### config.mk
export PLATFORM = sky130hd
export DESIGN_NAME = sonar_vector_sequencer
export DESIGN_NICKNAME = d
export VERILOG_FILES = /design/src/rtl/sonar_seq_pkg.sv /design/src/rtl/sonar_seq_watchdog.sv /design/src/rtl/sonar_vector_sequencer.sv
export SDC_FILE = /design/constraint.sdc
export NUM_CORES = 1
export LEC_CHECK = 0
export ABC_AREA = 1
export CAP_MARGIN = 15
export CORE_MARGIN = 2
export CORE_UTILIZATION = 30
export DETAILED_ROUTE_END_ITERATION = 7
export GPL_TIMING_DRIVEN = 0
export PLACE_DENSITY = 0.54
export SLEW_MARGIN = 0
export SYNTH_ARGS = -nofsm -noshare
export SYNTH_HDL_FRONTEND = slang
export SYNTH_SLANG_ARGS = --single-unit
export TNS_END_PERCENT = 30
### constraint.sdc
create_clock -name clk -period 3.1 [get_ports clk]
set_input_delay 0.62 -clock clk [delete_from_list [all_inputs] [get_ports clk]]
set_output_delay 0.62 -clock clk [all_outputs]
set_load 0.02 [all_outputs]
### src/rtl/sonar_seq_pkg.sv
// sonar_seq_pkg: shared state encoding and default parameters for the sonar vector sequencer.
package sonar_seq_pkg;
  typedef enum logic [2:0] {IDLE, FETCH, LAUNCH, RUN, DRAIN, FINISH} state_t;
  localparam int MAX_PARALLEL_DEF = 4;
  localparam int TIMEOUT_CYCLES_DEF = 1000;
  localparam int VEC_W_DEF = 16;
endpackage

### src/rtl/sonar_seq_watchdog.sv
// sonar_seq_watchdog: saturating per-vector cycle counter that flags expiry at TIMEOUT_CYCLES-1.
module sonar_seq_watchdog
  import sonar_seq_pkg::*;
#(
  parameter int TIMEOUT_CYCLES = TIMEOUT_CYCLES_DEF
) (
  input  logic clk,
  input  logic rst,
  input  logic clear,
  input  logic enable,
  output logic expired
);
  localparam int W = $clog2(TIMEOUT_CYCLES);
  localparam logic [W-1:0] LAST = W'(TIMEOUT_CYCLES - 1);
  logic [W-1:0] cnt;
  assign expired = cnt == LAST;
  always_ff @(posedge clk) begin
    if (rst || clear) cnt <= '0;
    else if (enable && !expired) cnt <= cnt + W'(1);
  end
endmodule

### src/rtl/sonar_vector_sequencer.sv
// sonar_vector_sequencer: fetches per-vector thread masks, launches threads and guards each vector with a watchdog.
// Optional SONAR_SEQ_STOP_ON_ERROR_EN ends the run after the first vector that latches an error.
module sonar_vector_sequencer
  import sonar_seq_pkg::*;
#(
  parameter int MAX_PARALLEL = MAX_PARALLEL_DEF,
  parameter int TIMEOUT_CYCLES = TIMEOUT_CYCLES_DEF,
  parameter int VEC_W = VEC_W_DEF
) (
  input  logic                    clk,
  input  logic                    rst,
  input  logic                    start,
  input  logic [VEC_W-1:0]        vector_count,
  input  logic                    mask_valid,
  output logic                    mask_ready,
  input  logic [MAX_PARALLEL-1:0] thread_mask,
  output logic [MAX_PARALLEL-1:0] thread_start,
  input  logic [MAX_PARALLEL-1:0] thread_done,
  input  logic [MAX_PARALLEL-1:0] thread_error,
  output logic                    thread_abort,
  output logic [VEC_W-1:0]        vector_idx,
  output logic                    busy,
  output logic                    run_done,
  output logic                    pass,
  output logic [MAX_PARALLEL-1:0] error_latched
);
  state_t state, state_n;
  logic [MAX_PARALLEL-1:0] mask;
  logic [VEC_W-1:0] count;
  logic run_done_q, pass_q, expired, complete, last, stop;
  sonar_seq_watchdog #(.TIMEOUT_CYCLES(TIMEOUT_CYCLES)) u_watchdog (
    .clk(clk),
    .rst(rst),
    .clear(state == LAUNCH),
    .enable(state == RUN),
    .expired(expired)
  );
  assign complete = (thread_done & mask) == mask;
  assign last = vector_idx == count - VEC_W'(1);
`ifdef SONAR_SEQ_STOP_ON_ERROR_EN
  assign stop = last || (|error_latched);
`else
  assign stop = last;
`endif
  assign mask_ready = state == FETCH;
  assign thread_start = state == LAUNCH ? mask : '0;
  // completion beats a simultaneous expiry; reset suppresses any abort
  assign thread_abort = state == RUN && expired && !complete && !rst;
  assign busy = !(state == IDLE || state == FINISH);
  assign run_done = run_done_q || state == FINISH;
  assign pass = state == FINISH ? ~|error_latched : pass_q;
  always_comb begin
    state_n = state;
    case (state)
      IDLE:    state_n = start ? (vector_count == '0 ? FINISH : FETCH) : IDLE;
      FETCH:   state_n = mask_valid ? (|thread_mask ? LAUNCH : DRAIN) : FETCH;
      LAUNCH:  state_n = RUN;
      RUN:     state_n = complete || expired ? DRAIN : RUN;
      DRAIN:   state_n = stop ? FINISH : FETCH;
      FINISH:  state_n = IDLE;
      default: state_n = IDLE;
    endcase
  end
  always_ff @(posedge clk) begin
    if (rst) begin
      state <= IDLE;
      mask <= '0;
      count <= '0;
      vector_idx <= '0;
      error_latched <= '0;
      run_done_q <= 1'b0;
      pass_q <= 1'b0;
    end else begin
      state <= state_n;
      if (state == IDLE && start) begin
        count <= vector_count;
        vector_idx <= '0;
        error_latched <= '0;
        run_done_q <= 1'b0;
        pass_q <= 1'b0;
      end
      if (state == FETCH && mask_valid) mask <= thread_mask;
      if (state == RUN) error_latched <= error_latched | (thread_error & mask) | (thread_abort ? mask & ~thread_done : '0);
      if (state == DRAIN && !stop) vector_idx <= vector_idx + VEC_W'(1);
      if (state == FINISH) begin
        run_done_q <= 1'b1;
        pass_q <= ~|error_latched;
      end
    end
  end
endmodule

# Word-level counts from Yosys, hierarchy flattened
# Index checks and enable logic that the tools add are counted.
# W data, S select, Z words.
# classes
reduce_logical	24
bitwise	6
muxes	17
eq_ne	8
add_sub_neg	3
# op_table
op	n
$mux W16	2
$mux W3	6
$add A16 B1 Y16 const B	1
$eq A16 B16 Y1	1
$logic_not A16 Y1	1
$mux W4	4
$sub A16 B1 Y16 const B	1
$pmux W3 S5	1
$and A4 B4 Y4	3
$add A10 B1 Y10 const B	1
$eq A10 B10 Y1 const B	1
$or A4 B4 Y4	2
$reduce_or A4 Y1	2
$logic_and A1 B1 Y1	7
$eq A3 B2 Y1 const B	2
$eq A3 B3 Y1 const B	2
$logic_not A1 Y1	6
$reduce_bool A2 Y1	3
$eq A4 B4 Y1	1
$logic_or A1 B1 Y1	4
$mux W1	4
$not A4 Y4	1
$eq A3 B1 Y1 const B	1
$logic_not A3 Y1	1
# word_totals
word_cells	66
output_inout_bits	29
inputBits	32
register_bits	55

# Logic depth before layout (Yosys ltp)
# logic_depth
word_depth	8
ltp_mapped	16
depth_no_buf	15

# Hierarchy
# From an unflattened synthesis, not the netlist that was laid out.
# unflattened
hier_cells	515
hier_area_um2	3500.9
# by_module_without_submodules
module	area_each_um2	instances	cells_each
sonar_vector_sequencer	2900.3	1	431
sonar_seq_watchdog	600.6	1	84

# Worst setup path after synthesis
# OpenSTA, ideal clock, no wires.
# synth_timing
kind	flip-flop to output port
startpoint	register state[1]
endpoint	output port thread_abort
arrival_ns	1.362
slack_ns	1.118
path_stages_with_launch	9
required_ns	2.480
path_buffers	0
cell_sequence	dfxtp_1 > inv_1 > nor3_1 > inv_1 > nor2_1 > inv_1 > nor2_1 > nand2_1 > inv_1
# synth_via
elab_chain_cells	4
# synth_lines
element	line_no	rtl
from (decl)	sonar_vector_sequencer.sv:27	state_t state, state_n;
from (signal assigned)	sonar_vector_sequencer.sv:74	state <= state_n;
$eq A3 B2 Y1	sonar_vector_sequencer.sv:48	assign thread_abort = state == RUN && expired && !complete && !rst;
$logic_and A1 B1 Y1 (3 in a row)	sonar_vector_sequencer.sv:48	
to (decl)	sonar_vector_sequencer.sv:20	output logic thread_abort,
# Every way passes these cells.

# Worst setup path in the final report
# layout_timing
startpoint	register u_watchdog.cnt[0]
endpoint	output port thread_abort
# layout_via
elab_chain_cells	4
# layout_lines
element	line_no	rtl
from (decl)	sonar_seq_watchdog.sv:15	logic [W-1:0] cnt;
from (signal assigned)	sonar_seq_watchdog.sv:19	else if (enable && !expired) cnt <= cnt + W'(1);
$eq A10 B10 Y1	sonar_seq_watchdog.sv:16	assign expired = cnt == LAST;
$logic_and A1 B1 Y1 (3 in a row)	sonar_vector_sequencer.sv:48	
# Every way passes these cells.

==> summary.md <==
| Metric | Value |
|---|---|
| Clock Tree Root | `clkbuf_16` |
| Routability cong. | `0.848` |
| H-tree Lvls | `2` |
| Hold Vio Cnt, Final | `0` |
| Pwr Total | `1.80 mW` |
| Final core occ | `38.9%` |
| Peak Freq | `0.380 GHz` |
| Main synth FF type | `dfxtp_1` |
| Cell mode on critical path | `nand2_1` |
| Worst Setup End Kind | `output port` |
| Number of synthesized register bits | `55` |
| Num CTS Buffers | `5` |
| Dpl hpwl | `8090 microns` |
| Ant. Diodes | `0` |
| Die Height | `111 microns` |
| CP arrival | `2010 ps` |
| Final ANT Viol Nets | `0` |
| Worst R2R End | `vector_idx[8]$_SDFFE_PP0P_` |
| CTS Buffer Depth | `2` |
| Largest cells by area after synthesis | `dfxtp_1 32%, nand2_1 12%, nand3_1 7.4%, a21oi_1 6.8%, inv_1 6.5%` |
| Post-CTS Setup Inserts | `0` |
| Synth Area in Compound Gates | `12.9%` |
| Via density | `4.92` |
| Drt first-iter violations | `102` |
| Area growth syn-to-layout | `27.7%` |
| XOR/XNOR share of the synthesized area | `6.35%` |
| Drt wl/cell | `13.8 microns` |
| Min Tclk post-route | `2630 ps` |
| Setup Skew | `7.27 ps` |
| Yosys top cell by area | `dfxtp_1` |
| CTS tree | `done` |
| RSZ-0062 raised after global routing | `false` |
| Mean Syn Cell Area | `6.52 sq um` |
| Routed WL | `10,200 microns` |
| Syn Nets | `564` |
| Worst Hold End | `run_done_q$_SDFFE_PP0P_` |
| Cell Area, Synth | `3450 sq um` |
| Worst r2r src | `state[2]$_SDFF_PP0_` |
| Clock sinks | `55` |
| Max-slew headroom | `33.1%` |
| Adder-Cell Fraction of Synth Area | `1.09%` |
| Most common cell after layout, fill and taps aside | `nand2_1` |
| Largest family of logic cells by synthesized area | `simple AND/OR/NAND/NOR gates` |
| Crit path launch type | `register` |
| Skew-Pair Late Insertion Delay | `300 ps` |
| Slowest cell on the critical path | `dfxtp_1` |
| Hold-fix buffers, CTS | `0` |
| Die Width | `111 microns` |
| Commonest cells after routing, fill and taps aside | `111 x nand2_1, 60 x inv_1, 58 x nor2_1, 58 x clkdlybuf4s50_1, 55 x dfxtp_1` |
| Starting density of the core | `30.5%` |
| Status | `finished, final reports clean` |
| DRT Pass-1 Iters | `4` |
| Worst Setup SP | `u_watchdog.cnt[0]$_SDFFE_PP0P_` |
| Critical Path Fanout Max | `5` |
| Final setup viols | `0` |
| Hold Path Depth | `2` |
| Critical path, cell by cell | `ha_1 > nand2_1 > nor3_1 > nand3_1 > nor4_4 > nand2_1 > inv_1 > dlymetal6s2s_1` |
| Leak | `1.72 nW` |
| Total GRT Usage | `16.2%` |
| Multiplexer area fraction after synthesis | `0%` |
| R2r setup slk | `810 ps` |
| Non-Filler Instances | `740` |
| First-pass GRT wire length | `16,600 microns` |
| Largest net degree at the start of global routing | `19` |
| Final Cycle Share | `84.9%` |
| Worst R2R Path Depth | `5` |
| Sequential area share after synthesis | `31.9%` |
| Layout cells sized above 1 | `6.03%` |
| DRC | `0` |
| Clk pin slew, worst setup/hold paths | `80 ps` |
| Initial antenna violation count | `0` |
| Hold_sp | `run_done_q$_SDFFE_PP0P_` |
| Setup TNS | `0 ps` |
| Worst EP required | `2480 ps` |
| Max VDD drop | `0.227 mV` |
| Core ar. | `11,300 sq um` |
| Simple logic cell fraction of the synthesized area | `38.5%` |
| Critical path class | `reg2out` |
| Vias in the first global route | `3,627` |
| Asr flop ratio synth | `0%` |
| Total gr overflow | `0` |
| Die area | `12,400 sq um` |
| Worst path max stage delay | `400 ps` |
| Final Slew Violations | `0` |
| Number of flops mapped to enable cells by yosys | `0` |
| Synth Instances | `529` |
| Pwr Density | `409 nW/um^2` |
| Layout Nets | `631` |
| Max cap viols | `0` |
| Row count | `39` |
| YS warnings | `0` |
| Placed insts | `732` |
| Share of the synthesized area in the top cell type | `31.9%` |
| Yosys cell types | `37` |
| Top-Level Pins | `61` |
| Hold Path Class | `reg2reg` |
| Port Buffers | `60` |
| Via count | `3,642` |
| Slew @ Worst Pin | `1000 ps` |
power by group:
part           total (mW)  leakage (nW)  internal [mW]  switching (mW)
clock               0.586        0.0746          0.305           0.281
sequential          0.765         0.447          0.735          0.0300
combinational       0.448          1.20          0.168           0.280
routing by layer:
metal / up-vias / track usage, % / wire, microns
li1: 1879 / - / -
met1: 1663 / 20.2 / 4600
met2: 83 / 28.7 / 4910
met3: 17 / 2.30 / 451
met4: 0 / 5.27 / 251
met5: - / 0 / 0
final cells by class:
type / count / area, sq um
plain buffers: 16 / 87.6
clock buffers: 5 / 125
clock inverters: 3 / 22.5
fillers: 1202 / 6920
inverters: 61 / 229
multi-input cells: 397 / 2060
flip-flops and latches: 55 / 1100
well taps: 143 / 179
repair buffers: 60 / 602
synthesized netlist by cell type (all sizes together) (3+ instances only):
| cell type | count |
|---|---|
| nand3 | 54 |
| xnor2 | 9 |
| o21ai | 27 |
| xor2 | 16 |
| nand2 | 117 |
| nand3b | 10 |
| ha | 3 |
| o211ai | 3 |
| nor3 | 16 |
| nor3b | 3 |
| clkbuf | 10 |
| buf | 6 |
| dfxtp | 55 |
| nor4 | 6 |
| a21oi | 47 |
| inv | 60 |
| nand4 | 10 |
| nor2 | 66 |
flip-flops by register name, indices dropped and copies added, names as in the netlist:
name and flops:
mask 4, vector_idx 16, state 3, error_latched 4
u_watchdog.cnt 10, pass_q 1, run_done_q 1, count 16
stage by stage:
| step | setup slack, ps | hold slack, ps | area [sq um] |
|---|---|---|---|
| CTS | 44.6 | 461 | 4390 |
| global placement | -4.60 | 440 | 4230 |
| finish | 467 | 467 | 4400 |
| detailed placement | -5.41 | 449 | 4230 |
| global route | 362 | 494 | 4400 |
| floorplan | 1120 | 429 | 3450 |
logic make-up (layout without fill, tap and decap cells):
kind of cell | Yosys count | after routing
simple gates | 285 | 285
compound gates | 84 | 84
buf+inv | 77 | 145
flops | 55 | 55
xor+xnor | 25 | 25
fa+ha+maj | 3 | 3
how the worst max path moves through the flow:
stage                               to  slack, ps  cells after the start
after floorplan           thread_abort       1120                      8
after global placement    thread_abort         -5                      7
after detailed placement  thread_abort         -5                      7
after CTS                 thread_abort         40                      8
after global routing      thread_abort        360                      9
final                     thread_abort        470                      8
critical path: cells and delay by family (launching register included):
family / cells / cell delay, ps
buf+inv: 2 / 330
fa+ha+maj: 1 / 190
simple gates: 5 / 790
flops: 1 / 400
timing repair:
item,CTS,global route
setup endpoints to repair,1,1
hold endpoints to repair,0,0
gates resized for setup,3,3
No activity file was read; power rests on OpenSTA's default activity.
